### config.mk
export PLATFORM = sky130hd
export DESIGN_NAME = prog_counter
export DESIGN_NICKNAME = d
export VERILOG_FILES = /design/src/rtl/prog_counter.sv
export SDC_FILE = /design/constraint.sdc
export NUM_CORES = 1
export LEC_CHECK = 0
export BUFFER_PORTS_ARGS = -buffer_cell sky130_fd_sc_hd__clkbuf_2
export CORE_MARGIN = 2
export CORE_UTILIZATION = 58
export CTS_BUF_LIST = sky130_fd_sc_hd__clkbuf_4
export DETAILED_ROUTE_END_ITERATION = 6
export PLACE_DENSITY = 0.79
export SETUP_SLACK_MARGIN = 0.2
export SYNTH_ARGS = -nofsm -noshare
export SYNTH_HDL_FRONTEND = slang
export SYNTH_SLANG_ARGS = --single-unit
### constraint.sdc
create_clock -name clk -period 2.2 [get_ports clk]
set_input_delay 0 -clock clk [delete_from_list [all_inputs] [get_ports clk]]
set_output_delay 0 -clock clk [all_outputs]
set_load 0.005 [all_outputs]
### src/rtl/prog_counter.sv
// Programmable load-and-count timer: width, prescaler, direction, one-shot or
// auto-reload, pause, and busy/done status. Terminal count pulses oflag.
//
// state  | meaning
// -------+---------------------------------------------------------------
// S_IDLE | no run in progress; count holds its last value
// S_RUN  | counting; prescaler advances each clock
// S_HOLD | run paused; count and prescaler frozen until pause drops
module prog_counter #(
    parameter int WIDTH   = 6,
    parameter int PRESC_W = 4
) (
    input  logic               clk,
    input  logic               rstn,
    input  logic [WIDTH-1:0]   din,
    input  logic               ena,
    input  logic               dir,
    input  logic               mode,
    input  logic [PRESC_W-1:0] presc,
    input  logic               pause,
    output logic [WIDTH-1:0]   count,
    output logic               busy,
    output logic               oflag,
    output logic               done
);

    typedef enum logic [1:0] {
        S_IDLE = 2'd0,
        S_RUN  = 2'd1,
        S_HOLD = 2'd2
    } state_t;

    state_t             state;
    logic [WIDTH-1:0]   n_q;
    logic               dir_q;
    logic               mode_q;
    logic [PRESC_W-1:0] presc_q;
    logic [PRESC_W-1:0] pre_cnt;

    logic at_terminal;

    // Comparing against the terminal-minus-one value keeps count inside [0, N].
    assign at_terminal = dir_q ? (count == n_q - WIDTH'(1)) : (count == WIDTH'(1));

    always_ff @(posedge clk or negedge rstn) begin
        if (!rstn) begin
            state   <= S_IDLE;
            count   <= '0;
            busy    <= 1'b0;
            oflag   <= 1'b0;
            done    <= 1'b0;
            n_q     <= '0;
            dir_q   <= 1'b0;
            mode_q  <= 1'b0;
            presc_q <= '0;
            pre_cnt <= '0;
        end else begin
            oflag <= 1'b0;
            if (ena) begin
                n_q     <= din;
                dir_q   <= dir;
                mode_q  <= mode;
                presc_q <= presc;
                pre_cnt <= '0;
                done    <= 1'b0;
                if (din == '0) begin
                    // Zero-length run terminates immediately.
                    count <= '0;
                    state <= S_IDLE;
                    busy  <= 1'b0;
                    oflag <= 1'b1;
                    done  <= ~mode;
                end else begin
                    count <= dir ? '0 : din;
                    state <= S_RUN;
                    busy  <= 1'b1;
                end
            end else begin
                case (state)
                    S_RUN, S_HOLD: begin
                        if (pause) begin
                            state <= S_HOLD;
                        end else begin
                            state <= S_RUN;
                            if (pre_cnt == presc_q) begin
                                pre_cnt <= '0;
                                if (at_terminal) begin
                                    oflag <= 1'b1;
                                    if (mode_q) begin
                                        count <= dir_q ? '0 : n_q;
                                    end else begin
                                        count <= dir_q ? n_q : '0;
                                        state <= S_IDLE;
                                        busy  <= 1'b0;
                                        done  <= 1'b1;
                                    end
                                end else begin
                                    count <= dir_q ? count + WIDTH'(1) : count - WIDTH'(1);
                                end
                            end else begin
                                pre_cnt <= pre_cnt + PRESC_W'(1);
                            end
                        end
                    end
                    default: begin
                        state <= S_IDLE;
                        busy  <= 1'b0;
                    end
                endcase
            end
        end
    end

endmodule

==> flow_summary.json, run 1 <==
{
  "ys_ff_latch": 27,
  "fin_worst_skew_ps": 4.84,
  "ir_worst_vdd_mv": 0.457,
  "routedWlPerCell_um": 16.5,
  "fp.coreArea_mm2": 0.00271,
  "overflow": 0,
  "routed-wl-met3_um": 155,
  "critPathMaxFanout": 10,
  "crit_end": "count[1]",
  "grt_pass1_wl_mm": 6.31,
  "relSlewSlack_pct": 54.9,
  "wl_met2_mm": 2.09,
  "yosys-top-cells-count": "27 x dfrtp_1, 14 x nor2_1, 12 x nand2_1",
  "area_growth_pct": 24.9,
  "yosysUniqueCellTypes": 49,
  "clkTransAtPathRegs_ps": 140,
  "die-area_mm2": 0.00324,
  "powerDensity_mw_per_mm2": 558,
  "final.setup.tns_ps": 0,
  "period_needed_ps": 2030,
  "start_util_pct": 60.0,
  "yosys.area.top_type_share_pct": 41.5,
  "synth_top_cell_by_area": "dfrtp_1",
  "diodes": 0,
  "synthesis.area_mm2": 0.00163,
  "critPathRequiredTime_ps": 2420,
  "drive_gt1_share_pct": 31.1,
  "port_buffers": 24,
  "yosysSeqAreaShare_pct": 41.5,
  "fill_cells": 205,
  "dpl.cell_count": 219,
  "finalCritPeriodShare_pct": 92.2,
  "post_drt_via_cell_ratio": 6.03,
  "r2r_end": "count[1]",
  "hold_viol_final": 0,
  "status": "complete, no violations",
  "cap_violations": 0,
  "netlist_top_cells_area": "dfrtp_1 42%, mux2_2 6.2%, xnor2_1 5.9%, ha_1 3.8%, nor2_1 3.2%",
  "rsz0062_at_grt": "yes",
  "cts_buffers": 3,
  "vias": 1447,
  "cts_tree": "done",
  "final_nets": 231,
  "clock-root-buffer": "clkbuf_4",
  "crit_type": "register to register",
  "route.detailed.drc": 0,
  "cts_sinks": 27,
  "finalPower_mw": 1.13,
  "clock_latency_ps": 320,
  "reg2reg_slack_ps": 170,
  "synth_cells": 164,
  "synth_async_sr_flop_share_pct": 100,
  "min-delay-path-class": "input pin to register",
  "max_freq_mhz": 493,
  "cts_buffer_depth": 2,
  "syn-num-nets": 185,
  "synth_edf_count": 0,
  "startpoint_type": "register",
  "timing.rr.start": "n_q[1]",
  "drt-total-wl_mm": 3.95,
  "total_leakage_power_nw": 0.882,
  "routed.top_layer": "met4",
  "grt_pass1_vias": 1434,
  "finalInstanceArea_mm2": 0.00203,
  "r2r_cells": 8,
  "report.final.slew_viol_count": 0,
  "grt_use_total_pct": 25.0,
  "die_h_um": 57.0,
  "synth-main-ff-cell": "dfrtp_1",
  "gp_congestion": 0.960,
  "arrival_ps": 2240,
  "ios": 25,
  "die_x_um": 57.0,
  "stdcell_count": 240,
  "synth.most_common_cell": "dfrtp_1",
  "first_pass_iters": 4,
  "antenna_found_initial": 0,
  "place_area_mm2": 0.00179,
  "synth_area_per_cell_um2": 9.92,
  "worstMarginPinSlew_ps": 677,
  "drtIter0Drc": 72,
  "worstSetupEndpointType": "register",
  "yosys_warnings": 0,
  "ctsHtreeMaxLevel": 1,
  "grt_max_degree": 28,
  "antenna_left": 0,
  "setup_viol": 0,
  "hpwl_mm": 2.67,
  "startpoint": "n_q[1]",
  "wl_met1_mm": 1.64,
  "rows": 19
}
[through the flow]
step | util [%] | hold slack [ps] | worst slack (ps)
after floorplan | - | -296 | 240
after global placement | 66.1 | 57.1 | 232
after detailed placement | 66.1 | 71.3 | 102
after CTS | 73.1 | 44.7 | 234
after global routing | 75.0 | 62.6 | 88.2
final | 75.0 | 58.7 | 171
[per-layer routing]
| layer | vias to the layer above | track usage, % |
|---|---|---|
| met2 | 35 | 43.5 |
| li1 | 681 | - |
| met5 | - | 0 |
| met1 | 723 | 31.0 |
| met3 | 8 | 4.08 |
| met4 | 0 | 9.97 |
[final cells by class]
| type | instances | area (um^2) | share of cell area, % |
|---|---|---|---|
| Multi-Input combinational cell | 125 | 933 | 45.9 |
| Sequential cell | 27 | 676 | 33.3 |
| Timing Repair Buffer | 47 | 332 | 16.3 |
| Tap cell | 31 | 38.8 | 1.91 |
| Clock buffer | 4 | 30.0 | 1.48 |
| Inverter | 6 | 22.5 | 1.11 |
[state kept, by name, indices dropped and copies added, names as in the netlist]
signal and flops:
count 6, n_q 6, pre_cnt 4, presc_q 4, state 2, busy 1, dir_q 1, done 1
mode_q 1, oflag 1
[how the worst min path moves through the flow]
stage | depth (start not counted) | start | slack [ps] | endpoint
finish | 3 | ena | 60 | oflag
global placement | 1 | rstn | 60 | dir_q
floorplan | 0 | rstn | -300 | busy
detailed placement | 1 | rstn | 70 | oflag
CTS | 3 | ena | 40 | oflag
global route | 3 | ena | 60 | oflag
[critical path, stage by stage, from the launching register on]
cell and delay (ps):
dfrtp_1 420, inv_2 120, ha_4 220, xor2_2 150
o211ai_1 140, a211oi_2 250, a31oi_2 140, buf_6 160
o311ai_1 330
[cells by family (layout without fill, tap and decap cells)]
kind of cell	Yosys count	after routing	share of synthesized area, %
simple gates	56	56	18.8
mux	10	10	6.85
xor+xnor	17	17	9.15
buf+inv	12	57	3.77
fa+ha+maj	5	5	3.85
flops	27	27	41.5
compound gates	37	37	16.0
[placed cells by master, fill, tap and decap left out, types with 4 or more instances in the layout]
cell type,instances
dfrtp_1,27
clkbuf_2,24
nor2_1,14
dlygate4sd3_1,14
nand2_1,12
xnor2_1,11
mux2_2,9
o21ai_0,8
buf_4,8
a21oi_1,7
xor2_1,5
ha_1,4
clkbuf_4,4
[where the power goes]
group          leakage (nW)  internal, mW  switching (mW)
Clock                0.0184        0.0833           0.140
Combinational         0.524         0.161           0.153
Sequential            0.339         0.535          0.0603
[what timing repair did]
item / 4_1_cts / 5_1_grt
endpoints found under the hold margin: 44 / 0
hold buffers: 14 / 0
resized for setup: 2 / 10
gates cloned: 0 / 0
buffers inserted: 2 / 1
endpoints found under the setup margin: 8 / 9
pin swaps: 1 / 5
Power figures use the tool's default switching activity.
==> run 2: changes to the inputs <==
- CORE_MARGIN: 2 -> 10
==> flow_summary.json, run 2 (same netlist as run 1, synthesis figures left out) <==
{
  "crit_type": "register to register",
  "cts_sinks": 27,
  "powerDensity_mw_per_mm2": 557,
  "ir_worst_vdd_mv": 0.458,
  "overflow": 0,
  "whs_endpoint": "oflag",
  "ios": 25,
  "arrival_ps": 2200,
  "fill_cells": 184,
  "clock_latency_ps": 320,
  "min-delay-path-class": "input pin to register",
  "fp.coreArea_mm2": 0.00271,
  "status": "complete, no violations",
  "critPathMaxFanout": 7,
  "final_common_cell": "dfrtp_1",
  "relSlewSlack_pct": 54.4,
  "die-area_mm2": 0.00532,
  "die_x_um": 73.0,
  "route.detailed.drc": 0,
  "crit_family": "compound AO/OA/AOI/OAI gates",
  "rsz0062_at_grt": "yes",
  "cts_buffers": 3,
  "clkTransAtPathRegs_ps": 140,
  "timing.rr.start": "count[3]",
  "grt_pass1_vias": 1497,
  "fin_util_pct": 76.2,
  "setup_viol": 0,
  "drive_gt1_share_pct": 31.4,
  "top_regs": "count (6), n_q (6)",
  "hold_viol_final": 0,
  "layout_common_cells": "26 x dfrtp_1, 24 x clkbuf_2, 14 x nor2_1, 14 x dlygate4sd3_1, 12 x nand2_1",
  "total_leakage_power_nw": 0.894,
  "r2r_end": "count[2]",
  "fin_worst_skew_ps": 0.996,
  "final.setup.tns_ps": 0,
  "critPathRequiredTime_ps": 2420,
  "gp_congestion": 0.911,
  "cap_violations": 0,
  "vias": 1429,
  "grt_pass1_wl_mm": 6.99,
  "die_h_um": 73.0,
  "crit_slowest_cell": "dfrtp_1",
  "reg2reg_slack_ps": 220,
  "routedWlPerCell_um": 17.4,
  "min_path_cells": 3,
  "r2r_cells": 6,
  "period_needed_ps": 1980,
  "hpwl_mm": 2.98,
  "startpoint_type": "register",
  "grt_use_total_pct": 16.2,
  "final_nets": 232,
  "post_drt_via_cell_ratio": 5.93,
  "cts_buffer_depth": 2,
  "worstMarginPinSlew_ps": 684,
  "port_buffers": 24,
  "max_freq_mhz": 505,
  "cts_tree": "done",
  "path_cells": "xnor2_1 > o211ai_1 > a211oi_2 > a31oi_4 > buf_6 > a221o_1",
  "max_stage_delay_ps": 520,
  "ctsHtreeMaxLevel": 1,
  "finalCritPeriodShare_pct": 90.0,
  "drtIter0Drc": 122,
  "diodes": 0,
  "holdCritStartpoint": "ena",
  "grt_max_degree": 28,
  "rows": 19,
  "antenna_left": 0,
  "report.final.slew_viol_count": 0,
  "clock-root-buffer": "clkbuf_4",
  "antenna_found_initial": 0,
  "area_growth_pct": 26.9,
  "start_util_pct": 60.0,
  "first_pass_iters": 4,
  "worstSetupEndpointType": "register",
  "path_buf_inv": 1,
  "drt-total-wl_mm": 4.19
}
==> run 2: what timing repair did <==
item | CTS | global route
pin swaps | 3 | 4
endpoints found under the setup margin | 8 | 9
gates resized for setup | 9 | 7
hold endpoints to repair | 42 | 0
cloned | 0 | 0
setup buffers | 3 | 1
hold buffers | 14 | 0
==> run 2: layer usage <==
layer,vias up,global-route usage (%),part of all wire [%]
met5,-,0,0
met3,4,2.99,6.4
met1,692,18.4,39
met4,0,5.91,0.81
met2,53,29.3,53
li1,680,-,-
==> run 2: layout make-up <==
cell class	instances	area [um^2]	area share, %
multi-input cells	125	953	46.2
flip-flops and latches	27	677	32.8
repair buffers	48	343	16.6
inverters	6	22.5	1.09
clock buffers	4	30.0	1.45
well taps	31	38.8	1.88
==> run 2: worst reg2reg max path: cells and delay by family, from the launching register on <==
family / cells / cell delay [ps]
compound gates: 4 / 900
buf+inv: 1 / 150
xor+xnor: 1 / 310
flops: 1 / 520
==> run 2: metrics by stage <==
step                      total power [mW]  worst slack (ps)  area [um^2]  hold WS (ps)  std cells
after floorplan                      0.776               240         1630          -296        164
after global placement               0.852               235         1790          53.5        219
after CTS                             1.14               201         2020          49.9        240
after global routing                  1.21               160         2060          73.8        241
final                                 1.15               220         2060          71.3        241
after detailed placement             0.869              54.5         1790          72.1        219
==> run 2: worst max-delay path by stage <==
stage	slack (ps)	depth (start not counted)	start	to
after CTS	200	8	n_q[0]	count[2]
after detailed placement	50	9	n_q[1]	count[0]
after floorplan	240	8	n_q[0]	count[2]
after global placement	230	9	n_q[1]	busy
after global routing	160	6	count[2]	count[2]
final	220	6	count[3]	count[2]
==> run 2: report_power, final <==
part           internal [mW]  total (mW)  switching (mW)
clock network         0.0832       0.225           0.142
logic                  0.168       0.326           0.158
registers              0.535       0.599          0.0637
